### src/rtl/load_scoreboard_if.sv
// Issue / memory-response bundle between the issue stage and the load scoreboard.
interface load_scoreboard_if #(
  parameter int DEPTH = 4,
  parameter int REG_W = 5
);
  logic                         issue_valid;
  logic [REG_W-1:0]             issue_rs1;
  logic [REG_W-1:0]             issue_rs2;
  logic [REG_W-1:0]             issue_rd;
  logic                         issue_rf_wr;
  logic                         issue_load;
  logic                         flush;
  logic                         mem_rsp_valid;
  logic                         stall;
  logic                         issue_fire;
  logic [REG_W-1:0]             wb_rd;
  logic                         wb_rf_wr;
  logic [$clog2(DEPTH+1)-1:0]   outstanding;
  logic                         full;
  logic                         empty;
  logic                         rsp_err;

  modport master (
    output issue_valid, issue_rs1, issue_rs2, issue_rd, issue_rf_wr, issue_load,
           flush, mem_rsp_valid,
    input  stall, issue_fire, wb_rd, wb_rf_wr, outstanding, full, empty, rsp_err
  );

  modport slave (
    input  issue_valid, issue_rs1, issue_rs2, issue_rd, issue_rf_wr, issue_load,
           flush, mem_rsp_valid,
    output stall, issue_fire, wb_rd, wb_rf_wr, outstanding, full, empty, rsp_err
  );
endinterface

### src/rtl/load_scoreboard.sv
// Tracks destinations of outstanding loads, stalls dependent issues and
// publishes the in-order writeback destination as each response returns.
module load_scoreboard #(
  parameter int DEPTH = 4,
  parameter int REG_W = 5
) (
  input  logic             clk,
  input  logic             rst,
  load_scoreboard_if.slave bus
);
  localparam int PTR_W = $clog2(DEPTH);
  localparam int CNT_W = $clog2(DEPTH + 1);
  localparam int NREG  = 2 ** REG_W;

  typedef struct packed {
    logic [REG_W-1:0] rd;
    logic             wr;
  } entry_t;

  entry_t           fifo [DEPTH];
  logic [PTR_W-1:0] rd_ptr, wr_ptr;
  logic [CNT_W-1:0] count;
  logic [NREG-1:0]  pending, pending_nxt;
  logic             rsp_err_q;

  entry_t head, push_ent;
  logic   empty, full, pop, push;
  logic   clr1, clr2, clrd, haz1, haz2, waw, stall, fire;

  assign head  = fifo[rd_ptr];
  assign empty = (count == '0);
  assign full  = (count == CNT_W'(DEPTH));
  assign pop   = bus.mem_rsp_valid & ~empty;

  // A register whose load returns this cycle is released: forwarding covers it.
  assign clr1 = pop & head.wr & (head.rd == bus.issue_rs1);
  assign clr2 = pop & head.wr & (head.rd == bus.issue_rs2);
  assign clrd = pop & head.wr & (head.rd == bus.issue_rd);

  assign haz1 = (bus.issue_rs1 != '0) & pending[bus.issue_rs1] & ~clr1;
  assign haz2 = (bus.issue_rs2 != '0) & pending[bus.issue_rs2] & ~clr2;
  assign waw  = bus.issue_rf_wr & (bus.issue_rd != '0) & pending[bus.issue_rd] & ~clrd;

  // Full stalls regardless of a same-cycle pop.
  assign stall = bus.issue_valid & (haz1 | haz2 | waw | (bus.issue_load & full));
  assign fire  = bus.issue_valid & ~stall & ~bus.flush;
  assign push  = fire & bus.issue_load;

  assign push_ent.rd = bus.issue_rd;
  assign push_ent.wr = bus.issue_rf_wr & (bus.issue_rd != '0);

  // Set after clear so a same-register push/pop leaves the bit set.
  always_comb begin
    pending_nxt = pending;
    if (pop & head.wr)      pending_nxt[head.rd]     = 1'b0;
    if (push & push_ent.wr) pending_nxt[push_ent.rd] = 1'b1;
  end

  always_ff @(posedge clk) begin
    if (push) fifo[wr_ptr] <= push_ent;
  end

  always_ff @(posedge clk) begin
    if (rst) begin
      rd_ptr    <= '0;
      wr_ptr    <= '0;
      count     <= '0;
      pending   <= '0;
      rsp_err_q <= 1'b0;
    end else begin
      if (push) wr_ptr <= wr_ptr + PTR_W'(1);
      if (pop)  rd_ptr <= rd_ptr + PTR_W'(1);
      case ({push, pop})
        2'b10:   count <= count + CNT_W'(1);
        2'b01:   count <= count - CNT_W'(1);
        default: count <= count;
      endcase
      pending <= pending_nxt;
      if (bus.mem_rsp_valid & empty) rsp_err_q <= 1'b1;
    end
  end

  assign bus.stall       = stall;
  assign bus.issue_fire  = fire;
  assign bus.wb_rd       = empty ? '0 : head.rd;
  assign bus.wb_rf_wr    = pop & head.wr;
  assign bus.outstanding = count;
  assign bus.full        = full;
  assign bus.empty       = empty;
  assign bus.rsp_err     = rsp_err_q;
endmodule

### src/flat_wrapper.sv
// flat-port wrapper written by rule: the top's interface ports become plain ports
module load_scoreboard_flat 
#(
  parameter int DEPTH = 4,
  parameter int REG_W = 5
)
  (clk, rst, bus_issue_valid, bus_issue_rs1, bus_issue_rs2, bus_issue_rd, bus_issue_rf_wr, bus_issue_load, bus_flush, bus_mem_rsp_valid, bus_stall, bus_issue_fire, bus_wb_rd, bus_wb_rf_wr, bus_outstanding, bus_full, bus_empty, bus_rsp_err);
  load_scoreboard_if #(.DEPTH(DEPTH), .REG_W(REG_W)) bus_i ();
  input  logic clk;
  input  logic rst;
  input wire logic [$bits(bus_i.issue_valid)-1:0] bus_issue_valid;
  input wire logic [$bits(bus_i.issue_rs1)-1:0] bus_issue_rs1;
  input wire logic [$bits(bus_i.issue_rs2)-1:0] bus_issue_rs2;
  input wire logic [$bits(bus_i.issue_rd)-1:0] bus_issue_rd;
  input wire logic [$bits(bus_i.issue_rf_wr)-1:0] bus_issue_rf_wr;
  input wire logic [$bits(bus_i.issue_load)-1:0] bus_issue_load;
  input wire logic [$bits(bus_i.flush)-1:0] bus_flush;
  input wire logic [$bits(bus_i.mem_rsp_valid)-1:0] bus_mem_rsp_valid;
  output wire logic [$bits(bus_i.stall)-1:0] bus_stall;
  output wire logic [$bits(bus_i.issue_fire)-1:0] bus_issue_fire;
  output wire logic [$bits(bus_i.wb_rd)-1:0] bus_wb_rd;
  output wire logic [$bits(bus_i.wb_rf_wr)-1:0] bus_wb_rf_wr;
  output wire logic [$bits(bus_i.outstanding)-1:0] bus_outstanding;
  output wire logic [$bits(bus_i.full)-1:0] bus_full;
  output wire logic [$bits(bus_i.empty)-1:0] bus_empty;
  output wire logic [$bits(bus_i.rsp_err)-1:0] bus_rsp_err;
  assign bus_i.issue_valid = bus_issue_valid;
  assign bus_i.issue_rs1 = bus_issue_rs1;
  assign bus_i.issue_rs2 = bus_issue_rs2;
  assign bus_i.issue_rd = bus_issue_rd;
  assign bus_i.issue_rf_wr = bus_issue_rf_wr;
  assign bus_i.issue_load = bus_issue_load;
  assign bus_i.flush = bus_flush;
  assign bus_i.mem_rsp_valid = bus_mem_rsp_valid;
  assign bus_stall = bus_i.stall;
  assign bus_issue_fire = bus_i.issue_fire;
  assign bus_wb_rd = bus_i.wb_rd;
  assign bus_wb_rf_wr = bus_i.wb_rf_wr;
  assign bus_outstanding = bus_i.outstanding;
  assign bus_full = bus_i.full;
  assign bus_empty = bus_i.empty;
  assign bus_rsp_err = bus_i.rsp_err;
  load_scoreboard #(.DEPTH(DEPTH), .REG_W(REG_W)) u_core (.clk(clk), .rst(rst), .bus(bus_i));
endmodule
### config.mk
export PLATFORM = sky130hd
export DESIGN_NAME = load_scoreboard_flat
export DESIGN_NICKNAME = d
export VERILOG_FILES = /design/src/rtl/load_scoreboard_if.sv /design/src/rtl/load_scoreboard.sv /design/src/flat_wrapper.sv
export SDC_FILE = /design/constraint.sdc
export NUM_CORES = 1
export LEC_CHECK = 0
export ABC_AREA = 1
export CAP_MARGIN = 20
export CORE_MARGIN = 2
export CORE_UTILIZATION = 53
export CTS_BUF_LIST = sky130_fd_sc_hd__clkbuf_16
export DETAILED_ROUTE_END_ITERATION = 8
export PLACE_DENSITY = 0.7
export SLEW_MARGIN = 10
export SYNTH_ARGS = -nofsm -noshare
export SYNTH_HDL_FRONTEND = slang
export SYNTH_SLANG_ARGS = --single-unit
### constraint.sdc
create_clock -name clk -period 3.79 [get_ports clk]
set_input_delay 0.379 -clock clk [delete_from_list [all_inputs] [get_ports clk]]
set_output_delay 0.379 -clock clk [all_outputs]
set_load 0.1 [all_outputs]
==> results by group <==
Outcome
  – Status: finished clean

Placed design
  – Dpl ws: 234 ps
  – Placed cells: between 800 and 900
  – DP Area: about 0.0051 sq mm
  – HPWL after DPL: approximately 10 mm
  – Gpl congestion: 0.979
  – Port bufs: 35

Worst hold path
  – HP Class: reg -> reg

Worst setup path
  – CP Data Required Time: about 4000 ps
  – CP endpoint kind: register
  – CP max-delay cell: clkdlybuf4s50_1
  – Worst Path Max Fanout: 10
  – Cells along the critical path: clkdlybuf4s50_1, inv_1, nor3_1, nand2_1, nand2_1, nor2_1, nand2_1, nand3_1, nand2_1, nor2_4, nand3_2, ha_1, inv_1, fa_1, a21oi_1, o21ai_0, o21ai_0, a21oi_1
  – Data arrival, critical path: 3510 ps
  – Startpoint Class: primary input
  – Cell repeated most along the worst path: nand2_1
  – CP max stage delay: about 740 ps
  – Crit Path Class: in -> reg

Timing
  – Post-layout min period: between 3000 and 4000 ps
  – Final Worst Setup Slack: around 500 ps
  – Final hold viol count: 0
  – RSZ-0062 raised after global routing: no
  – Slew margin rel.: 34.7%
  – Max Transition Viols Final: 0
  – Hold_ws: 452 ps
  – Final Setup Violations: 0
  – Worst Tran Pin Value: 977 ps
  – Setup TNS: 0 ps
  – Fin crit share: between 80% and 90%
  – Clk_skew: a little under 9 ps
  – Max Fclk: around 300 MHz

Layout
  – FILL cells: approximately 750
  – Layout area overhead: 18.1%
  – Layout cell share with drive strength beyond 1: 12.3%
  – Multi-input logic area: 0.00255 sq mm
  – Fin area: 0.00533 sq mm
  – Non-Filler Instances: 878
  – Seq. cell area: approximately 0.0016 sq mm
  – Antenna diode count: 0
  – Layout Utilization: about two thirds
  – Layout Nets: 796

Detailed routing
  – DRT Pass-1 Iters: 7
  – Vias per inst: 5.48
  – DRT Wirelength: 14.2 mm
  – Routed length per placed instance: roughly 16 um
  – Routed vias: 4,809
  – Drt first-iter violations: 451
  – Detail Route Antenna Nets: 0
  – Remaining DRCs: 0

Logic synthesis
  – Number of synthesized flops with an enable pin: 24
  – Synthesized area: 0.00451 sq mm
  – Dominant synthesized flop cell: dfxtp_1
  – Syn_nets: 751
  – Syn. warnings: 0
  – Ys async rst share: 0%
  – Yosys reg bits: 66
  – Synth unique cells: 29
  – Mean Syn Cell Area: 6.24 sq um
  – Post-synthesis cell count: 723
  – Post-synthesis sequential area ratio: roughly 35%

Floorplan
  – Initial Util: a little over half
  – Die Wd: a little under 100 um
  – Die area: ~0.0093 sq mm
  – # IOs: 36
  – Core box area: a little over 0.008 sq mm
  – Chip Height: between 90 and 100 um
  – Standard-cell rows: 33

Global routing
  – Number of global-route vias before repair: ~4,500
  – Largest net degree at the start of global routing: 35
  – Gr ovfl total: 0
  – GRT Total Usage: 33.1%
  – Initial antenna violation count: 0
  – First-pass GRT wire length: 23.0 mm

Power and ir drop
  – Total Power: 2.60 mW
  – Power Density: 488 mW/mm^2
  – Leak pwr: 2.35 nW
  – Max VDD drop: 457 uV

Clock tree
  – TritonCTS Sinks: 66
  – Deepest level of the CTS H-tree: 3
  – # resized after CTS: 0
  – Setup Buffers After CTS: 0
  – Clock buffer depth: 2
  – Clock slew at reported path FFs: 60 ps
  – Clock root cell: clkbuf_16
  – CTS tree: done
  – CTS Buf Count: 9
  – Clk Latency, worst-skew pair: between 300 and 400 ps
  – Post-cts hold buffer count: 0

Flow run
  – Max-cap violations: 0
synthesized netlist by cell type, types with 2 or more instances:
library cell	instances	area, sq um
nand2_1	254	953
nor2_1	97	364
nand3_1	74	370
inv_1	73	274
dfxtp_1	42	841
a21oi_1	41	205
nor2_2	29	181
edfxtp_1	24	721
o21ai_0	21	105
nor3_1	15	75.1
buf_2	8	40.0
clkbuf_1	7	26.3
buf_6	5	56.3
ha_1	5	62.6
nand2_2	5	31.3
inv_2	4	15.0
clkinv_1	3	11.3
nand3_2	3	30.0
nand2_4	2	22.5
nand3_4	2	35.0
where the power goes:
part	internal [mW]	leakage (nW)	switching (mW)
registers	0.760	0.556	0.0252
clock network	0.440	0.125	0.330
logic	0.242	1.66	0.805
layer usage:
metal | track usage (%) | part of all wire, % | vias to the layer above
met2 | 50.6 | 44 | 230
li1 | - | - | 2371
met5 | 0 | 0 | -
met1 | 46.6 | 45 | 2171
met4 | 12.7 | 2.5 | 0
met3 | 5.79 | 9.2 | 37
kinds of logic (layout without fill, tap and decap cells):
| kind of cell | Yosys count | in the layout | share of synthesized area, % |
|---|---|---|---|
| AO/OA/AOI/OAI | 65 | 65 | 7.35 |
| adder cells (fa/ha/maj) | 6 | 6 | 1.83 |
| buffers and inverters | 102 | 152 | 9.62 |
| flip-flops | 66 | 66 | 34.6 |
| AND/OR/NAND/NOR | 484 | 484 | 46.6 |
layout by cell type, fill, tap and decap left out, drive strengths merged, types with 3 or more instances in the layout:
| master | instances |
|---|---|
| ha | 5 |
| clkbuf | 9 |
| inv | 78 |
| clkdlybuf4s50 | 27 |
| dfxtp | 42 |
| nand3 | 79 |
| o21ai | 21 |
| nand2 | 261 |
| clkinvlp | 3 |
| edfxtp | 24 |
| buf | 29 |
| nor2 | 127 |
| a21oi | 41 |
| nor3 | 15 |
| clkinv | 6 |
path summary, 6_finish.rpt:
path / start / end / slack [ps] / cells past startpoint
worst max register to register: u_core.bus.outstanding[0]$_SDFFE_PP0P_ / u_core.fifo[3][4]$_DFFE_PP_ / 600 / 13
worst min register to register: u_core.bus.rsp_err$_SDFFE_PP0P_ / u_core.bus.rsp_err$_SDFFE_PP0P_ / 450 / 2
worst min-delay path: u_core.bus.rsp_err$_SDFFE_PP0P_ / u_core.bus.rsp_err$_SDFFE_PP0P_ / 450 / 2
worst max-delay path: bus_issue_rd[3] / u_core.bus.outstanding[2]$_SDFFE_PP0P_ / 500 / 18
state kept, by name, indices dropped and copies added, names as in the netlist, named ones only:
register	cells
u_core.pending	32
u_core.fifo	24
u_core.bus.outstanding	3
u_core.rd_ptr	2
u_core.wr_ptr	2
u_core.bus.rsp_err	1
worst max-delay path: cells and delay by family:
| kind | cells | cell delay [ps] |
|---|---|---|
| AND/OR/NAND/NOR | 9 | 1100 |
| AO/OA/AOI/OAI | 4 | 480 |
| adder cells (fa/ha/maj) | 2 | 540 |
| buffers and inverters | 3 | 1030 |
final cells by class:
class / instances / share of cell area, %
Inverter: 80 / 5.64
Clock buffer: 9 / 4.23
Clock inverter: 7 / 0.845
Tap cell: 105 / 2.47
Sequential cell: 66 / 29.3
Multi-Input combinational cell: 555 / 47.9
Timing Repair Buffer: 56 / 9.63
No activity file was read; power rests on OpenSTA's default activity.
